===== src/rtl/regfile_mp.sv =====
// ---------------------------------------------------------------------------
// regfile_mp
// Multi-read-port register file with two write ports, a per-entry busy
// scoreboard and a sequential whole-array clear engine.
//
// Ports:
//   clk       - sole clock, all state updates on the rising edge
//   rst_n     - asynchronous active-low reset
//   rd_addr   - NRD packed read addresses, port i at [i*ADDR_W +: ADDR_W]
//   rd_data   - NRD packed read data, port i at [i*DATA_W +: DATA_W]
//   rd_busy   - per read port: addressed register has a pending reservation
//   wr0_*     - write port 0 (enable, address, data)
//   wr1_*     - write port 1 (enable, address, data); wins over port 0
//   rsv_en    - mark register rsv_addr busy
//   rsv_addr  - reservation address
//   clr_req   - start a sequential clear of every entry and busy bit
//   ready     - high when idle, low while the clear is running
// ---------------------------------------------------------------------------
module regfile_mp #(
  parameter int DATA_W  = 32,
  parameter int ADDR_W  = 5,
  parameter int NRD     = 2,
  parameter int ZERO_R0 = 1
) (
  input  logic                     clk,
  input  logic                     rst_n,
  input  logic [NRD*ADDR_W-1:0]    rd_addr,
  output logic [NRD*DATA_W-1:0]    rd_data,
  output logic [NRD-1:0]           rd_busy,
  input  logic                     wr0_en,
  input  logic [ADDR_W-1:0]        wr0_addr,
  input  logic [DATA_W-1:0]        wr0_data,
  input  logic                     wr1_en,
  input  logic [ADDR_W-1:0]        wr1_addr,
  input  logic [DATA_W-1:0]        wr1_data,
  input  logic                     rsv_en,
  input  logic [ADDR_W-1:0]        rsv_addr,
  input  logic                     clr_req,
  output logic                     ready
);

  localparam int DEPTH = 1 << ADDR_W;
  localparam logic [ADDR_W-1:0] LAST = ADDR_W'(DEPTH - 1);

  typedef enum logic {
    IDLE  = 1'b0,
    CLEAR = 1'b1
  } state_t;

  state_t            state;
  state_t            state_nxt;
  logic [ADDR_W-1:0] cnt;
  logic [DATA_W-1:0] mem [DEPTH];
  logic [DEPTH-1:0]  busy;

  logic wr0_ok;
  logic wr1_ok;
  logic rsv_ok;
  logic upd;

  // Entry 0 is hard-wired to zero when ZERO_R0 is set.
  function automatic logic is_zero_reg(input logic [ADDR_W-1:0] a);
    return (ZERO_R0 != 0) && (a == '0);
  endfunction

  // Writes and reservations only act in IDLE, and the edge that accepts
  // clr_req drops them so the clear starts from a consistent snapshot.
  assign upd    = (state == IDLE) && !clr_req;
  assign wr0_ok = wr0_en && !is_zero_reg(wr0_addr);
  assign wr1_ok = wr1_en && !is_zero_reg(wr1_addr);
  assign rsv_ok = rsv_en && !is_zero_reg(rsv_addr);

  assign ready = (state == IDLE);

  // State register.
  always_ff @(posedge clk or negedge rst_n) begin
    if (!rst_n) begin
      state <= IDLE;
    end else begin
      state <= state_nxt;
    end
  end

  // Next-state logic: the clear leaves on the same edge that wipes the
  // last entry, so it lasts exactly DEPTH cycles.
  always_comb begin
    state_nxt = state;
    case (state)
      IDLE:    if (clr_req) state_nxt = CLEAR;
      CLEAR:   if (cnt == LAST) state_nxt = IDLE;
      default: state_nxt = IDLE;
    endcase
  end

  // Clear counter: parked at 0 outside CLEAR, never runs past LAST.
  always_ff @(posedge clk or negedge rst_n) begin
    if (!rst_n) begin
      cnt <= '0;
    end else if (state == CLEAR) begin
      cnt <= (cnt == LAST) ? '0 : cnt + 1'b1;
    end else begin
      cnt <= '0;
    end
  end

  // Storage array. wr1 is written second so it wins on an address clash.
  always_ff @(posedge clk or negedge rst_n) begin
    if (!rst_n) begin
      for (int j = 0; j < DEPTH; j++) begin
        mem[j] <= '0;
      end
    end else if (state == CLEAR) begin
      mem[cnt] <= '0;
    end else if (upd) begin
      if (wr0_ok) mem[wr0_addr] <= wr0_data;
      if (wr1_ok) mem[wr1_addr] <= wr1_data;
    end
  end

  // Scoreboard. The reservation is applied last so a same-cycle
  // reserve+write to one address leaves the entry busy.
  always_ff @(posedge clk or negedge rst_n) begin
    if (!rst_n) begin
      busy <= '0;
    end else if (state == CLEAR) begin
      busy[cnt] <= 1'b0;
    end else if (upd) begin
      if (wr0_ok) busy[wr0_addr] <= 1'b0;
      if (wr1_ok) busy[wr1_addr] <= 1'b0;
      if (rsv_ok) busy[rsv_addr] <= 1'b1;
    end
  end

  // Combinational read ports. Bypass only exists in IDLE; during CLEAR
  // the stored contents are returned as-is. Outputs are forced to zero
  // while reset is held so a live write bus cannot leak through bypass.
  always_comb begin
    logic [ADDR_W-1:0] ra;
    logic [DATA_W-1:0] val;
    logic              bsy;
    rd_data = '0;
    rd_busy = '0;
    ra      = '0;
    val     = '0;
    bsy     = 1'b0;
    for (int i = 0; i < NRD; i++) begin
      ra  = rd_addr[i*ADDR_W +: ADDR_W];
      val = mem[ra];
      bsy = busy[ra];
      if (state == IDLE) begin
        if (wr1_ok && (wr1_addr == ra)) begin
          val = wr1_data;
        end else if (wr0_ok && (wr0_addr == ra)) begin
          val = wr0_data;
        end
        if ((wr1_ok && (wr1_addr == ra)) || (wr0_ok && (wr0_addr == ra))) begin
          bsy = 1'b0;
        end
      end
      if (is_zero_reg(ra) || !rst_n) begin
        val = '0;
        bsy = 1'b0;
      end
      rd_data[i*DATA_W +: DATA_W] = val;
      rd_busy[i]                  = bsy;
    end
  end

endmodule


===== config.mk =====
export PLATFORM = sky130hd
export DESIGN_NAME = regfile_mp
export DESIGN_NICKNAME = d
export VERILOG_FILES = /design/src/rtl/regfile_mp.sv
export SDC_FILE = /design/constraint.sdc
export NUM_CORES = 2
export LEC_CHECK = 0
export CORE_ASPECT_RATIO = 1.75
export CORE_UTILIZATION = 30
export DETAILED_ROUTE_END_ITERATION = 12
export PLACE_DENSITY_LB_ADDON = 0.3
export SETUP_SLACK_MARGIN = 0.15
export SYNTH_ARGS = -nofsm -noshare
export SYNTH_HDL_FRONTEND = slang
export SYNTH_SLANG_ARGS = --single-unit

===== constraint.sdc =====
create_clock -name clk -period 3.6 [get_ports clk]
set_input_delay 0.72 -clock clk [delete_from_list [all_inputs] [get_ports clk]]
set_output_delay 0.72 -clock clk [all_outputs]
set_load 0.05 [all_outputs]

==> results.cfg <==
[placement]
place_ws_ns = -0.898
place_area_um2 = 89300
io_buffers = 161
hpwl_mm = 321
place_congestion = 1.02

[power_and_ir_drop]
finalPower_uw = 39400
power_density_nw_per_um2 = 400
max-vdd-ir-drop_uv = 368
p_leak_uw = 0.0399

[synth]
async_flop_share_pct = 100
synth-compound-area-share_pct = 23.4
synth.area.top_cells = dfrtp_1 35%, mux4_2 15%, o21ai_0 12%
synth.avg_cell_area_um2 = 8.26
ys_ff_latch = 1062
synth_cells = 9312
synth_common_cells = 1838 x nand2_1, 1814 x o21ai_0, 1062 x dfrtp_1
synth.distinct_cells = 66
synth_warnings = 0
synth_top_area_cell = dfrtp_1
yosys.area_share.adder_pct = 0.0813
synthSimpleGateAreaFrac_pct = 17.0
synth_top_family_by_area = compound AO/OA/AOI/OAI gates
synth_area_um2 = 77000
synthFlopType = dfrtp_1
synth_enable_flop_cells = 0
ys_seq_area_share_pct = 34.5
yosysMostFrequentCell = nand2_1
syn-num-nets = 9412
synth_xor_area_share_pct = 0.250
synth_top_area_share_pct = 34.5
muxShareOfSynthArea_pct = 18.2

[grt]
grt_first_pass_wirelength_mm = 658
grt_remaining_overflow = 0
track_usage_pct = 35.8
antenna_found_initial = 35
grt_start_max_net_pins = 153
grt_pass1_vias = 82400

[timing]
layout_setup_ws_ns = -0.338
setup_viol = 66
grt_setup_unrepaired = true
maxSlewViolCount = 0
finalHoldViolations = 0
layout_min_cycle_time_ns = 3.94
maxSlewHeadroom_pct = 4.53
timing.final.crit_share_pct = 109
skew_ns = 0.0241
fmax_mhz = 254
tightestPinTransition_ns = 1.43

[status]
violations = setup timing
outcome = complete, but fails checks

[cts]
htree_levels = 3
clock-sinks = 1062
cts_root_buffer = clkbuf_16
cts_buffers = 107
worst_skew_pair.late_latency_ns = 0.76
clkSlewWorstSetupHoldPaths_ns = 0.06
tritoncts = built
clk_path_buf_depth = 3

[floorplan]
num_rows = 245
fp.dieW_um = 385
die_area_um2 = 259000
io_pins = 162
die_height_um = 672
initial_utilization_pct = 30.2
core_um2 = 255000

[cells_and_area]
multi_input_area_um2 = 48800
final_cell_area_um2 = 98500
n_fill_cell = 24900
fin_nets = 9702
regArea_um2 = 26600
syn2layout_area_growth_pct = 28.0
drive_gt1_share_pct = 25.1

[worst_setup_path]
required_ns = 2.88
cp-end-kind = primary output
start_kind = input port
crit_fanout = 17
crit_arrival_ns = 3.22
setup.worst_path.class = in2out

[detailed_routing]
firstDrtPassIters = 8
post_drt_wl_per_cell_um = 36.5
detail-route-antenna-nets = 0
drt_wl_total_mm = 476
vias = 85900
drt_iter0_drc = 13100
drc = 0
vias_per_cell = 6.59

[min_path]
hold_path_class = in2async

[run]
drv_cap = 0
[final timing paths]
kind / depth (start not counted) / startpoint / slack (ns) / endpoint
max: 12 / rd_addr[1] / -0.34 / rd_data[19]
min: 2 / rst_n / 0.05 / mem[833]
max reg2reg: 9 / state / 0.39 / mem[785]
min reg2reg: 1 / mem[993] / 0.51 / mem[993]
max in group asynchronous: 4 / rst_n / 1.73 / mem[256]
min in group clk: 1 / mem[993] / 0.51 / mem[993]
[cell type report]
cell class              instances  share of cell area (%)
clock inverters                36                   0.433
well taps                    3334                    4.23
flip-flops and latches       1062                    27.0
inverters                      23                  0.0915
multi-input cells            7079                    49.6
repair buffers               1329                    15.5
clock buffers                 156                    3.20
diodes                         13                  0.0330
[per-stage QoR]
step           TNS (ns)  std cells  util [%]  hold slack, ns
2_1_floorplan     -5.78       9312         -           0.424
3_3_place_gp     -44.47      12600      35.0           0.478
3_5_place_dp     -40.74      12600      35.0           0.493
4_1_cts           -9.03      13000      38.1          0.0836
5_1_grt          -12.96      13000      38.7          0.0970
6_report         -13.12      13000      38.7          0.0470
[critical path, stage by stage]
cell and delay [ns]:
buf_12 0.12, buf_16 0.20, buf_4 0.18, buf_12 0.16, mux4_2 0.22, o22ai_2 0.15, nor4_2 0.25, buf_4 0.28
nor2_1 0.08, a211oi_2 0.41, buf_4 0.22, buf_12 0.13
[placed cells by master, fill, tap and decap left out, types with 111 or more instances in the layout]
cell type,synthesis,routed
o21ai_1,105,111
nor2_1,187,133
dfrtp_1,1062,1059
buf_12,0,291
clkbuf_16,0,119
nand3_1,795,775
o21ai_0,1814,1804
mux4_2,498,498
a22oi_1,147,141
buf_4,61,777
mux2i_1,242,217
a22o_1,186,186
a21oi_1,647,627
nand2_1,1838,1802
[state kept, by name, indices dropped and copies added, names as in the netlist]
register and cells:
mem 1024, busy 32, cnt 5, state 1
[routing by layer]
| layer | GRT usage (%) | share of wire (%) | up-vias |
|---|---|---|---|
| li1 | - | - | 34300 |
| met1 | 39.8 | 32 | 42500 |
| met2 | 55.6 | 44 | 6870 |
| met3 | 11.1 | 12 | 2230 |
| met4 | 30.6 | 11 | 38 |
| met5 | 0 | 0.053 | - |
[power by group]
part | switching (uW) | internal (uW)
combinational | 7980 | 4630
sequential | 1310 | 13100
clock | 5730 | 6630
[cells by family after synthesis]
kind of cell             Yosys count
AO/OA/AOI/OAI                   3222
XOR/XNOR                          22
adder cells (fa/ha/maj)            5
buffers and inverters           1172
flip-flops                      1062
multiplexers                     771
AND/OR/NAND/NOR                 3058
[timing repair]
action,CTS,global route
endpoints found under the setup margin,71,100
gates resized for setup,534,158
pin swaps,100,66
gates cloned,22,10
hold buffers,0,0
setup buffers,114,41
(Power assumes the default switching activity.)
